===== src/rtl/audio_pkg.sv =====
// rtl/audio_pkg.sv - shared state encoding, defaults and volume helpers for the audio scheduler
package audio_pkg;

    localparam int FRAME_W_DEF = 12;
    localparam int DATA_W_DEF  = 8;
    localparam logic [3:0] VOL_MAX = 4'd15;

    typedef enum logic [1:0] {
        ST_IDLE      = 2'd0,
        ST_RAMP_UP   = 2'd1,
        ST_PLAY      = 2'd2,
        ST_RAMP_DOWN = 2'd3
    } sched_state_t;

    // One volume step, clamped to 0..VOL_MAX so the ramp never wraps.
    function automatic logic [3:0] vol_step(input logic [3:0] v, input logic up);
        if (up)
            return (v == VOL_MAX) ? v : v + 4'd1;
        else
            return (v == 4'd0) ? v : v - 4'd1;
    endfunction

endpackage


===== src/rtl/rr_arb2.sv =====
// rtl/rr_arb2.sv - two-way round-robin arbiter, grants only while tick is high
module rr_arb2 (
    input  logic       CLK,
    input  logic       RST,
    input  logic [1:0] req,
    input  logic       tick,
    output logic [1:0] gnt
);

    logic pref;

    always_comb begin
        gnt = 2'b00;
        if (tick) begin
            case (req)
                2'b01:   gnt = 2'b01;
                2'b10:   gnt = 2'b10;
                2'b11:   gnt = pref ? 2'b10 : 2'b01;
                default: gnt = 2'b00;
            endcase
        end
    end

    // After granting source 0 the next contested tick favours source 1, and vice versa.
    always_ff @(posedge CLK) begin
        if (RST)
            pref <= 1'b0;
        else if (|gnt)
            pref <= gnt[0];
    end

endmodule


===== src/rtl/audio_sample_sched.sv =====
// rtl/audio_sample_sched.sv - frame-rate sample scheduler with volume ramping and underrun tracking
module audio_sample_sched
    import audio_pkg::*;
#(
    parameter int FRAME_W = FRAME_W_DEF,
    parameter int DATA_W  = DATA_W_DEF
) (
    input  logic              CLK,
    input  logic              RST,
    input  logic              en,
    input  logic [3:0]        vol_target,
    input  logic [1:0]        s_valid,
    input  logic [DATA_W-1:0] s_data0,
    input  logic [DATA_W-1:0] s_data1,
    output logic [1:0]        s_ready,
    output logic [DATA_W-1:0] duty,
    output logic [3:0]        VOL,
    output logic              frame_tick,
    output logic              underrun,
    output logic [7:0]        underrun_cnt,
    output logic [1:0]        state
);

    logic [FRAME_W-1:0] frame_cnt;
    sched_state_t       st;
    logic               arb_en;
    logic [1:0]         gnt;
    logic [3:0]         vol_up;
    logic [3:0]         vol_dn;

    assign frame_tick = (&frame_cnt) & ~RST;
    assign arb_en     = (st != ST_IDLE);
    assign underrun   = frame_tick & arb_en & (s_valid == 2'b00);
    assign s_ready    = gnt;
    assign state      = st;
    assign vol_up     = vol_step(VOL, 1'b1);
    assign vol_dn     = vol_step(VOL, 1'b0);

    rr_arb2 u_arb (
        .CLK  (CLK),
        .RST  (RST),
        .req  (s_valid & {2{arb_en}}),
        .tick (frame_tick),
        .gnt  (gnt)
    );

    always_ff @(posedge CLK) begin
        if (RST) begin
            frame_cnt    <= '0;
            st           <= ST_IDLE;
            duty         <= '0;
            VOL          <= 4'd0;
            underrun_cnt <= 8'd0;
        end else begin
            frame_cnt <= frame_cnt + 1'b1;
            if (frame_tick) begin
                if (gnt[0])
                    duty <= s_data0;
                else if (gnt[1])
                    duty <= s_data1;
                if (underrun && underrun_cnt != 8'hFF)
                    underrun_cnt <= underrun_cnt + 8'd1;

                // Fading out takes priority in every active state; reaching silence parks in IDLE.
                if (st != ST_IDLE && !en) begin
                    VOL <= vol_dn;
                    if (vol_dn == 4'd0) begin
                        st   <= ST_IDLE;
                        duty <= '0;
                    end else begin
                        st <= ST_RAMP_DOWN;
                    end
                end else begin
                    case (st)
                        ST_IDLE: begin
                            if (en && vol_target != 4'd0) begin
                                VOL <= vol_up;
                                st  <= (vol_up == vol_target) ? ST_PLAY : ST_RAMP_UP;
                            end
                        end
                        ST_RAMP_UP: begin
                            if (VOL < vol_target) begin
                                VOL <= vol_up;
                                if (vol_up == vol_target)
                                    st <= ST_PLAY;
                            end else begin
                                st <= ST_PLAY;
                                if (VOL > vol_target)
                                    VOL <= vol_dn;
                            end
                        end
                        ST_PLAY: begin
                            if (VOL < vol_target)
                                VOL <= vol_up;
                            else if (VOL > vol_target)
                                VOL <= vol_dn;
                        end
                        ST_RAMP_DOWN: begin
                            VOL <= vol_up;
                            st  <= ST_RAMP_UP;
                        end
                        default: st <= ST_IDLE;
                    endcase
                end
            end
        end
    end

endmodule


===== config.mk =====
export PLATFORM = sky130hd
export DESIGN_NAME = audio_sample_sched
export DESIGN_NICKNAME = d
export VERILOG_FILES = /design/src/rtl/audio_pkg.sv /design/src/rtl/rr_arb2.sv /design/src/rtl/audio_sample_sched.sv
export SDC_FILE = /design/constraint.sdc
export NUM_CORES = 1
export LEC_CHECK = 0
export BUFFER_PORTS_ARGS = -buffer_cell sky130_fd_sc_hd__buf_2
export CAP_MARGIN = 20
export CORE_AREA = 2 2 75 70
export DETAILED_ROUTE_END_ITERATION = 12
export DIE_AREA = 0 0 77 72
export PLACE_DENSITY_LB_ADDON = 0.2
export SYNTH_ARGS = -nofsm -noshare
export SYNTH_HDL_FRONTEND = slang
export SYNTH_SLANG_ARGS = --single-unit

===== constraint.sdc =====
create_clock -name CLK -period 5.2 [get_ports CLK]
set_clock_uncertainty 0.15 [all_clocks]
set_input_delay 0.26 -clock CLK [delete_from_list [all_inputs] [get_ports CLK]]
set_output_delay 0.26 -clock CLK [all_outputs]
set_load 0.02 [all_outputs]

# Word level (Yosys, flattened, before mapping)
# Index checks and enable logic that the tools add are counted.
[classes] n_addsub=4 multipliers=0 div=0 magnitude_cmp=2 n_eq_ne=12 shifts=0 muxes=21 bitwise=5 reduce_logical=17
[ops] cell="2-to-1 mux 8 bit" count=4
[ops] cell="2-to-1 mux 4 bit" count=6
[ops] cell="2-to-1 mux 2 bit" count=8
[ops] cell="adder 12 x 1 -> 12 bit (second input constant)" count=1
[ops] cell="case mux 2 bit (3 select lines)" count=2
[ops] cell="case mux 4 bit (3 select lines)" count=1
[ops] cell="AND reduction 12 bit" count=1
[ops] cell="adder 8 x 1 -> 8 bit (second input constant)" count=1
[ops] cell="== test 2 bit (second input constant)" count=4
[ops] cell="logical NOT 4 bit" count=2
[ops] cell="!= test 8 bit (second input constant)" count=1
[ops] cell="nonzero test 4 bit" count=2
[ops] cell="adder 4 x 1 -> 4 bit (second input constant)" count=1
[ops] cell="== test 2 x 1 -> 1 bit (second input constant)" count=2
[ops] cell="== test 4 bit" count=1
[ops] cell="== test 4 bit (second input constant)" count=1
[ops] cell="> comparator 4 bit" count=1
[ops] cell="logical NOT 2 bit" count=2
[ops] cell="less-than comparator 4 bit" count=1
[ops] cell="!= test 4 x 1 -> 1 bit (second input constant)" count=1
[ops] cell="!= test 4 bit (second input constant)" count=1
[ops] cell="AND reduction 4 bit" count=1
[ops] cell="OR reduction 2 bit" count=2
[ops] cell="subtractor 4 x 1 -> 4 bit (second input constant)" count=1
[ops] cell="other kinds (9)" count=13
[word_totals] regBits=35 latch_bits=0 mem_bits_rw=0 romBits=0 in_bits=25 out_inout_bits=26 elab_cells=67 mem_count=0

# Longest topological paths before layout
# Gate-level depths: netlist (run 1).
[logic_depth] word_depth=9 depth_mapped=10 mapped_depth_nobuf=8

# Cells and area by module
# Synthesis (run 1) repeated with hierarchy kept, for this count alone.
[unflattened] hier_cells=276 area_unflattened_um2=2178.3
[modules_own_cells] mod="audio_sample_sched" n_inst=1 cells_per_inst=268 area_each_um2=2123.3 seq_area_each_um2=680.7
[modules_own_cells] mod="rr_arb2" n_inst=1 cells_per_inst=8 area_each_um2=55.1 seq_area_each_um2=20.0

# Worst setup path before layout (run 1)
# No wires, ideal clock.
[synth_path] kind="reg-to-reg" start="reg VOL[0]" end="reg duty[0]" setup_time_ps=117 arrival_ps=2419 t_required_ps=4933 slack_ps=2513 stages_incl_launch_ff=10 path_buffers=2 synth_period_minus_slack_ps=2687 path_cell_list="dfxtp_1 -> clkbuf_1 -> inv_1 -> ha_1 -> inv_1 -> or3_1 -> a211o_1 -> and2_1 -> buf_1 -> a32o_1"
[synth_via] elab_chain_len=5 elab_cells_between_ends=6 classes_between="1 x add/sub; 3 x mux; 2 x reduce/logical"
[synth_lines] element="start, declared" line="audio_sample_sched.sv:17" source="output logic [3:0] VOL,"
[synth_lines] element="start signal, assigned" line="audio_sample_sched.sv:66" source="VOL <= vol_dn;"
[synth_lines] element="start signal, assigned" line="audio_sample_sched.sv:77" source="VOL <= vol_up;"
[synth_lines] element="start signal, assigned" line="audio_sample_sched.sv:83" source="VOL <= vol_up;"
[synth_lines] element="subtractor 4 x 1 -> 4 bit / logical NOT 4 bit (equally long branches)" line="audio_pkg.sv:20" source="return (v == 4'd0) ? v : v - 4'd1;"
[synth_lines] element="2-to-1 mux 4 bit *" line="audio_pkg.sv:20"
[synth_lines] element="logical NOT 4 bit *" line="audio_sample_sched.sv:67" source="if (vol_dn == 4'd0) begin"
[synth_lines] element="2-to-1 mux 8 bit *" line="audio_sample_sched.sv:67"
[synth_lines] element="2-to-1 mux 8 bit *" line="audio_sample_sched.sv:65" source="if (st != ST_IDLE && !en) begin"
[synth_lines] element="end signal, assigned" line="audio_sample_sched.sv:58" source="duty <= s_data0;"
[synth_lines] element="end signal, assigned" line="audio_sample_sched.sv:60" source="duty <= s_data1;"
[synth_lines] element="end, declared" line="audio_sample_sched.sv:16" source="output logic [DATA_W-1:0] duty,"
# Every way passes the cells marked *; elsewhere a longest branch is shown, timed or not.
# A chain may end at the register's enable or synchronous reset.

# Final worst setup path (run 1)
[layout_path] start="reg frame_cnt[0]" end="out s_ready[1]"
[layout_via] elab_chain_len=3
[layout_lines] element="start, declared" line="audio_sample_sched.sv:24" source="logic [FRAME_W-1:0] frame_cnt;"
[layout_lines] element="start signal, assigned" line="audio_sample_sched.sv:55" source="frame_cnt <= frame_cnt + 1'b1;"
[layout_lines] element="AND reduction 12 bit" line="audio_sample_sched.sv:31" source="assign frame_tick = (&frame_cnt) & ~RST;"
[layout_lines] element="AND 1 bit" line="audio_sample_sched.sv:31"
[layout_lines] element="2-to-1 mux 2 bit" line="rr_arb2.sv:14" source="if (tick) begin"
[layout_lines] element="end, declared" line="audio_sample_sched.sv:15" source="output logic [1:0] s_ready,"
# No other way between the ends.

==> summary.md, run 1 <==
| Metric | Value |
|---|---|
| Synth Warn # | 0 |
| Post-synthesis compound-gate area fraction | 16.4% |
| Clock insertion delay at the later pin of the skew report | 280 ps |
| Synthesis-to-layout area growth | 17.8% |
| Max-Cap Viols | 0 |
| Syn Nets | 303 |
| Layout cells sized above 1 | 20.7% |
| Core ar. | 0.00474 mm^2 |
| Total grt overflow | 0 |
| CTS Sinks | 35 |
| Antenna violations before repair | 0 |
| Async set-reset flop share out of synthesis | 0% |
| CTS root buf | clkbuf_8 |
| RSZ-0062 raised after global routing | no |
| Yosys cell types | 52 |
| Synthesized area | 0.00219 mm^2 |
| Mapped Cells | 268 |
| Finished Layout Cells | 379 |
| Largest net degree at the start of global routing | 31 |
| Routability Congestion | 0.811 |
| Num CTS Buffers | 5 |
| Vias | 2012 |
| Design Power | 0.515 mW |
| Vias per Instance | 5.31 |
| Vias in the first global route | 1861 |
| CTS tree | yes |
| Drt first-iter violations | 105 |
| #FFs+latches synth | 35 |
| Nets | 348 |
| CTS clk-pin slew, worst paths | 70 ps |
| Crit Path Max Fanout | 6 |
| H-tree depth | 2 |
| Cts hold-fix bufs | 0 |
| CP Data Required Time | 4790 ps |
| Max Fclk | 307 MHz |
| Worst setup margin | 1940 ps |
| Ports | 51 |
| Setup bufs post-CTS | 0 |
| Multiplexer area fraction after synthesis | 6.50% |
| Dpl ws | 1900 ps |
| Longest Clk Path Bufs | 2 |
| Fin area | 0.00258 mm^2 |
| Hpwl dp | 3.44 mm |
| Slowest cell on crit path | nor3_1 |
| Worst Setup Start Kind | flop |
| Routed WL | 4.66 mm |
| Die ar. | 0.00554 mm^2 |
| Leakage power | 1.16 nW |
| FP Rows | 24 |
| Overall Global Routing Usage | 17.4% |
| Cells along the critical path | ha_1 -> nand4_1 -> or4_1 -> nor3_1 -> buf_4 -> buf_2 |
| Die width | 77 um |
| Post-synth EDFFs | 0 |
| Post-cts resize count | 0 |
| Element type at the critical path end | output pin |
| Sequential area share after synthesis | 31.9% |
| Routed length per instance | 12.3 um |
| Peak supply drop | 0.185 mV |
| Placed Instance Area | 0.00247 mm^2 |
| Starting Density | 46.2% |
| Avg Synthesized Cell Area | 8.18 um^2 |
| Die H | 72 um |
| Status | finished clean |
| Adder-cell share of the synthesized area | 5.70% |
| Post-route ant nets | 0 |
| Slew margin rel. | 44.3% |
| Ant diodes | 0 |
| Final setup vio count | 0 |
| Largest family of logic cells by synthesized area | simple AND/OR/NAND/NOR gates |
| First-pass GRT wire length | 8.02 mm |
| Tmin final | 3260 ps |
| Synth Flop Type | dfxtp_1 |
| Final Hold Fails | 0 |
| Number of port buffers | 50 |
| Post-route DRC | 0 |
| DR pass1 iterations | 4 |
| Simple-Gate Fraction of Synth Area | 27.0% |
| Slew Viols, Final | 0 |
| HP Class | input port to flop |
| Setup TNS | 0 ps |
| Power Density | 199 mW/mm^2 |
| Crit path arrival time | 2850 ps |
| Crit Path Class | flop to output pin |
| Fin crit share | 62.7% |
| Synth Area in XOR/XNOR | 7.19% |
| Fillers | 496 |
| Worst slew pin tran | 829 ps |
| Cell count after placement | 370 |
| Biggest cell delay along the critical path | 730 ps |
-- logic make-up (layout without fill, tap and decap cells) --
| group | after synthesis | after routing |
|---|---|---|
| AOI/OAI and AO/OA | 49 | 49 |
| DFF | 35 | 35 |
| xor gates and xnor gates | 18 | 18 |
| buffers and inverters | 29 | 75 |
| and+or+nand+nor | 113 | 113 |
| adders and majority gates | 10 | 10 |
| muxes | 14 | 14 |
-- cells in the mapped netlist, drive strengths merged, types with 3 or more instances --
cell type  count  area (um^2)
ha            10          125
xor2          10         87.6
nand3         12         65.1
nor2          30          113
clkbuf         9         33.8
nor2b          4         25.0
a31oi          4         25.0
nor3           6         30.0
xnor2          8         70.1
nand2         20         75.1
and2           3         18.8
mux2i         12          120
dfxtp         35          701
o21ai          6         30.0
buf            5         23.8
nand4          7         50.1
and3           5         31.3
or3            3         18.8
a21oi         12         60.1
nand2b        16          100
inv           13         48.8
a32o           9         90.1
-- worst paths after layout --
path                                         startpoint                      end  slack (ps)  cells after the start
worst min-delay path                         s_data0[1]     duty[1]$_SDFFE_PP0P_         160                      3
worst max register to register  frame_cnt[0]$_SDFF_PP0_     duty[7]$_SDFFE_PP0P_        2030                      8
worst min register to register  frame_cnt[0]$_SDFF_PP0_  frame_cnt[0]$_SDFF_PP0_         310                      1
worst max-delay path            frame_cnt[0]$_SDFF_PP0_               s_ready[1]        1940                      6
-- critical path: cells and delay by family, from the launching register on --
kind | cells | cell delay (ps)
buffers and inverters | 2 | 450
and+or+nand+nor | 3 | 1480
adders and majority gates | 1 | 240
DFF | 1 | 380
-- placed cells by master, fill, tap and decap left out, types with 10 or more instances in the layout --
cell type   n
buf_2      51
dfxtp_1    35
nor2_1     30
nand2_1    20
nand2b_1   16
inv_1      12
a21oi_1    12
mux2i_1    12
nand3_1    11
xor2_1     10
ha_1       10
-- routing by layer --
| layer | track usage (%) | vias up | routed length (um) |
|---|---|---|---|
| li1 | - | 1038 | - |
| met1 | 22.2 | 936 | 2280 |
| met2 | 29.1 | 32 | 2140 |
| met3 | 4.23 | 6 | 168 |
| met4 | 5.95 | 0 | 61 |
| met5 | 0 | - | 0 |
-- flip-flops by register name (all words and copies together), names as in the netlist --
| signal | count |
|---|---|
| state | 2 |
| u_arb.pref | 1 |
| underrun_cnt | 8 |
| VOL | 4 |
| duty | 8 |
| frame_cnt | 12 |
-- stage by stage --
stage | hold slack [ps] | util, %
after floorplan | 272 | -
after global placement | 294 | 52.2
after detailed placement | 303 | 52.2
after CTS | 158 | 54.4
after global routing | 157 | 54.5
final | 164 | 54.5
-- cell type report --
type | instances | area (um^2) | share of cell area [%]
Multi-Input combinational cell | 204 | 1380 | 53.4
Sequential cell | 35 | 701 | 27.1
Tap cell | 65 | 81.3 | 3.15
Clock buffer | 7 | 96.3 | 3.73
Timing Repair Buffer | 52 | 263 | 10.2
Clock inverter | 1 | 7.51 | 0.291
Inverter | 15 | 56.3 | 2.18
-- where the power goes --
group          internal, mW  switching [mW]  total [mW]
Combinational        0.0135          0.0134      0.0269
Clock                 0.120          0.0959       0.216
Sequential            0.270         0.00210       0.272
Total                 0.404           0.111       0.515
(Power assumes the default switching activity.)
==> run 2, diff against run 1 <==
==> constraint.sdc (replaced) <==
create_clock -name CLK -period 2.95 [get_ports CLK]
set_clock_uncertainty 0.15 [all_clocks]
set_input_delay 0.1475 -clock CLK [delete_from_list [all_inputs] [get_ports CLK]]
set_output_delay 0.1475 -clock CLK [all_outputs]
set_load 0.02 [all_outputs]
==> run 2 against run 1 <==
  * Combinational power grew 84%
  * Highest routed layer unchanged
  * Clock power grew 53%
  * Utilization grew 0.84 points
  * Clock-buffer cell count is the same
  * Sequential power grew 76%
  * First-iteration DRC count grew 38%
  * Global-route usage grew 0.35 points
  * Critical path depth is the same
==> summary.md, run 2 (synthesis gave the netlist of run 1 again) <==
| Metric | Value |
|---|---|
| Element type at the critical path end | output pin |
| Tmin final | 2610 ps |
| CTS Sinks | 35 (unchanged) |
| Sw Pwr | 0.194 mW (+74%) |
| DR pass1 iterations | 4 (unchanged) |
| Commonest non-fill, non-tap cell in the layout | buf_2 |
| CP Data Required Time | 2650 ps (-2140 ps) |
| Ports | 51 (unchanged) |
| Longest Clk Path Bufs | 2 (unchanged) |
| Antenna violations before repair | 0 (unchanged) |
| End of the worst register-to-register path | duty[4]$_SDFFE_PP0P_ |
| Vias per Instance | 5.21 (-1.8%) |
| CTS root buf | clkbuf_8 |
| Routed WL | 4.88 mm (+4.9%) |
| Number of port buffers | 50 (unchanged) |
| Crit path capture | s_ready[1] |
| Routability Congestion | 0.784 (-3.2%) |
| Status | finished clean |
| Comb pwr share | 5.7% (+0.5 points) |
| Slew Viols, Final | 0 (unchanged) |
| Worst slew pin tran | 600 ps (-229 ps) |
| Multi-input logic area | 0.00138 mm^2 (unchanged) |
| Vias in the first global route | 1846 (-0.81%) |
| Total grt overflow | 0 (unchanged) |
| RSZ-0062 raised after global routing | no |
| Critical Path Source | frame_cnt[0]$_SDFF_PP0_ |
| Overall Global Routing Usage | 17.7% (+0.35 points) |
| Worst Setup Start Kind | flop |
| Crit Path Max Fanout | 10 (+4) |
| CTS clk-pin slew, worst paths | 70 ps (about the same) |
| Reg power frac | 55.7% (+2.9 points) |
| Crit Path Class | flop to output pin |
| Final Hold Fails | 0 (unchanged) |
| Biggest register | frame_cnt |
| Leakage power | 1.19 nW (+2.8%) |
| Power Density | 328 mW/mm^2 (+64%) |
| Core ar. | 0.00474 mm^2 (unchanged) |
| Starting Density | 46.2% (unchanged) |
| Final setup vio count | 0 (unchanged) |
| Routed length per instance | 12.6 um (+2.7%) |
| Clock insertion delay at the later pin of the skew report | 290 ps (about the same) |
| Slew margin rel. | 59.8% (+16 points) |
| Reg2reg start | frame_cnt[0]$_SDFF_PP0_ |
| Cell count of the worst reg-to-reg path | 8 (unchanged) |
| Ant diodes | 0 (unchanged) |
| Die H | 72 um (unchanged) |
| Crit path arrival time | 2310 ps (-540 ps) |
| Number of flip-flops in the largest register | 12 (unchanged) |
| Largest regs | frame_cnt (12), duty (8), underrun_cnt (8) |
| FP Rows | 24 (unchanged) |
| Setup bufs post-CTS | 0 (unchanged) |
| Finished Layout Cells | 387 (+2.1%) |
| Post-route ant nets | 0 (unchanged) |
| Dpl ws | 342 ps (-1560 ps) |
| Synthesis-to-layout area growth | 19.6% |
| CTS tree | yes |
| Layout cells sized above 1 | 22.0% (+1.3 points) |
| Setup TNS | 0 ps (unchanged) |
| Hpwl dp | 3.58 mm (+4.2%) |
| Clock Power Share | 38.5% (-3.5 points) |
| Fin crit share | 88.5% |
| Internal cell power | 0.666 mW (+65%) |
| Fin area | 0.00262 mm^2 (+1.5%) |
| Num CTS Buffers | 5 (unchanged) |
| Placed Instance Area | 0.00254 mm^2 (+2.7%) |
| Max Fclk | 383 MHz |
| Post-cts resize count | 0 (unchanged) |
| Cts hold-fix bufs | 0 (unchanged) |
| Largest net degree at the start of global routing | 30 (-3.2%) |
| Max-Cap Viols | 0 (unchanged) |
| Net Sw Frac | 22.6% (+0.95 points) |
| Most frequent cells in the layout | buf_2 (50), dfxtp_1 (35), nor2_1 (30) |
| Die width | 77 um (unchanged) |
| HP Class | input port to flop |
| Fillers | 469 (-5.4%) |
| Cell count after placement | 379 (+2.4%) |
| Reg area | 701 um^2 (unchanged) |
| Hold_ws | 45.7 ps (-118 ps) |
| Peak supply drop | 0.274 mV (+48%) |
| Post-route DRC | 0 (unchanged) |
| Vias | 2018 (+0.30%) |
| R2r setup slk | 350 ps (-1680 ps) |
| First-pass GRT wire length | 8.07 mm (+0.70%) |
| H-tree depth | 2 (unchanged) |
| Die ar. | 0.00554 mm^2 (unchanged) |
| Nets | 356 (+2.3%) |
| Drt first-iter violations | 145 (+38%) |
| Worst setup margin | 341 ps (-1600 ps) |
## run 2: power by group through the flow
stage / clock, mW / sequential, mW / combinational (mW)
2_1_floorplan: 0 / 0.490 / 0.0253
3_3_place_gp: 0 / 0.490 / 0.0493
3_5_place_dp: 0 / 0.490 / 0.0500
4_1_cts: 0.345 / 0.479 / 0.0501
5_1_grt: 0.361 / 0.480 / 0.0550
6_report: 0.331 / 0.480 / 0.0494
## run 2: worst max-delay path: stages (launching register included)
cell and delay, ps:
dfxtp_1 380, ha_1 240, nand4_1 150, or4_1 590, nor3_1 230, buf_4 240
buf_2 190
## run 2: per-layer routing
metal / track usage [%] / up-vias / share of wire (%)
li1: - / 1057 / -
met1: 22.2 / 925 / 48
met2: 31.1 / 32 / 47
met3: 2.99 / 4 / 3.4
met4: 6.55 / 0 / 1.1
met5: 0 / - / 0
## run 2: worst min-delay path by stage
| stage | from | end | slack [ps] | depth (start not counted) |
|---|---|---|---|---|
| after floorplan | s_valid[1] | underrun | 230 | 1 |
| after global placement | frame_cnt[0]$_SDFF_PP0_ | frame_cnt[0]$_SDFF_PP0_ | 290 | 1 |
| after detailed placement | frame_cnt[0]$_SDFF_PP0_ | frame_cnt[0]$_SDFF_PP0_ | 310 | 1 |
| after CTS | s_data0[7] | duty[7]$_SDFFE_PP0P_ | 40 | 3 |
| after global routing | s_data0[1] | duty[1]$_SDFFE_PP0P_ | 60 | 3 |
| final | s_data0[7] | duty[7]$_SDFFE_PP0P_ | 50 | 3 |
## run 2: per-stage QoR
| step | power [mW] | utilization (%) |
|---|---|---|
| 5_1_grt | 0.896 | 55.3 |
| 3_3_place_gp | 0.539 | 53.6 |
| 2_1_floorplan | 0.515 | - |
| 6_report | 0.860 | 55.3 |
| 4_1_cts | 0.875 | 55.3 |
| 3_5_place_dp | 0.540 | 53.6 |
## run 2: cell type report
class | count | share of cell area (%)
Timing Repair Buffer | 60 | 12.4
Sequential cell | 35 | 26.7
Inverter | 15 | 2.15
Tap cell | 65 | 3.10
Multi-Input combinational cell | 204 | 52.6
Clock buffer | 7 | 2.91
Clock inverter | 1 | 0.191
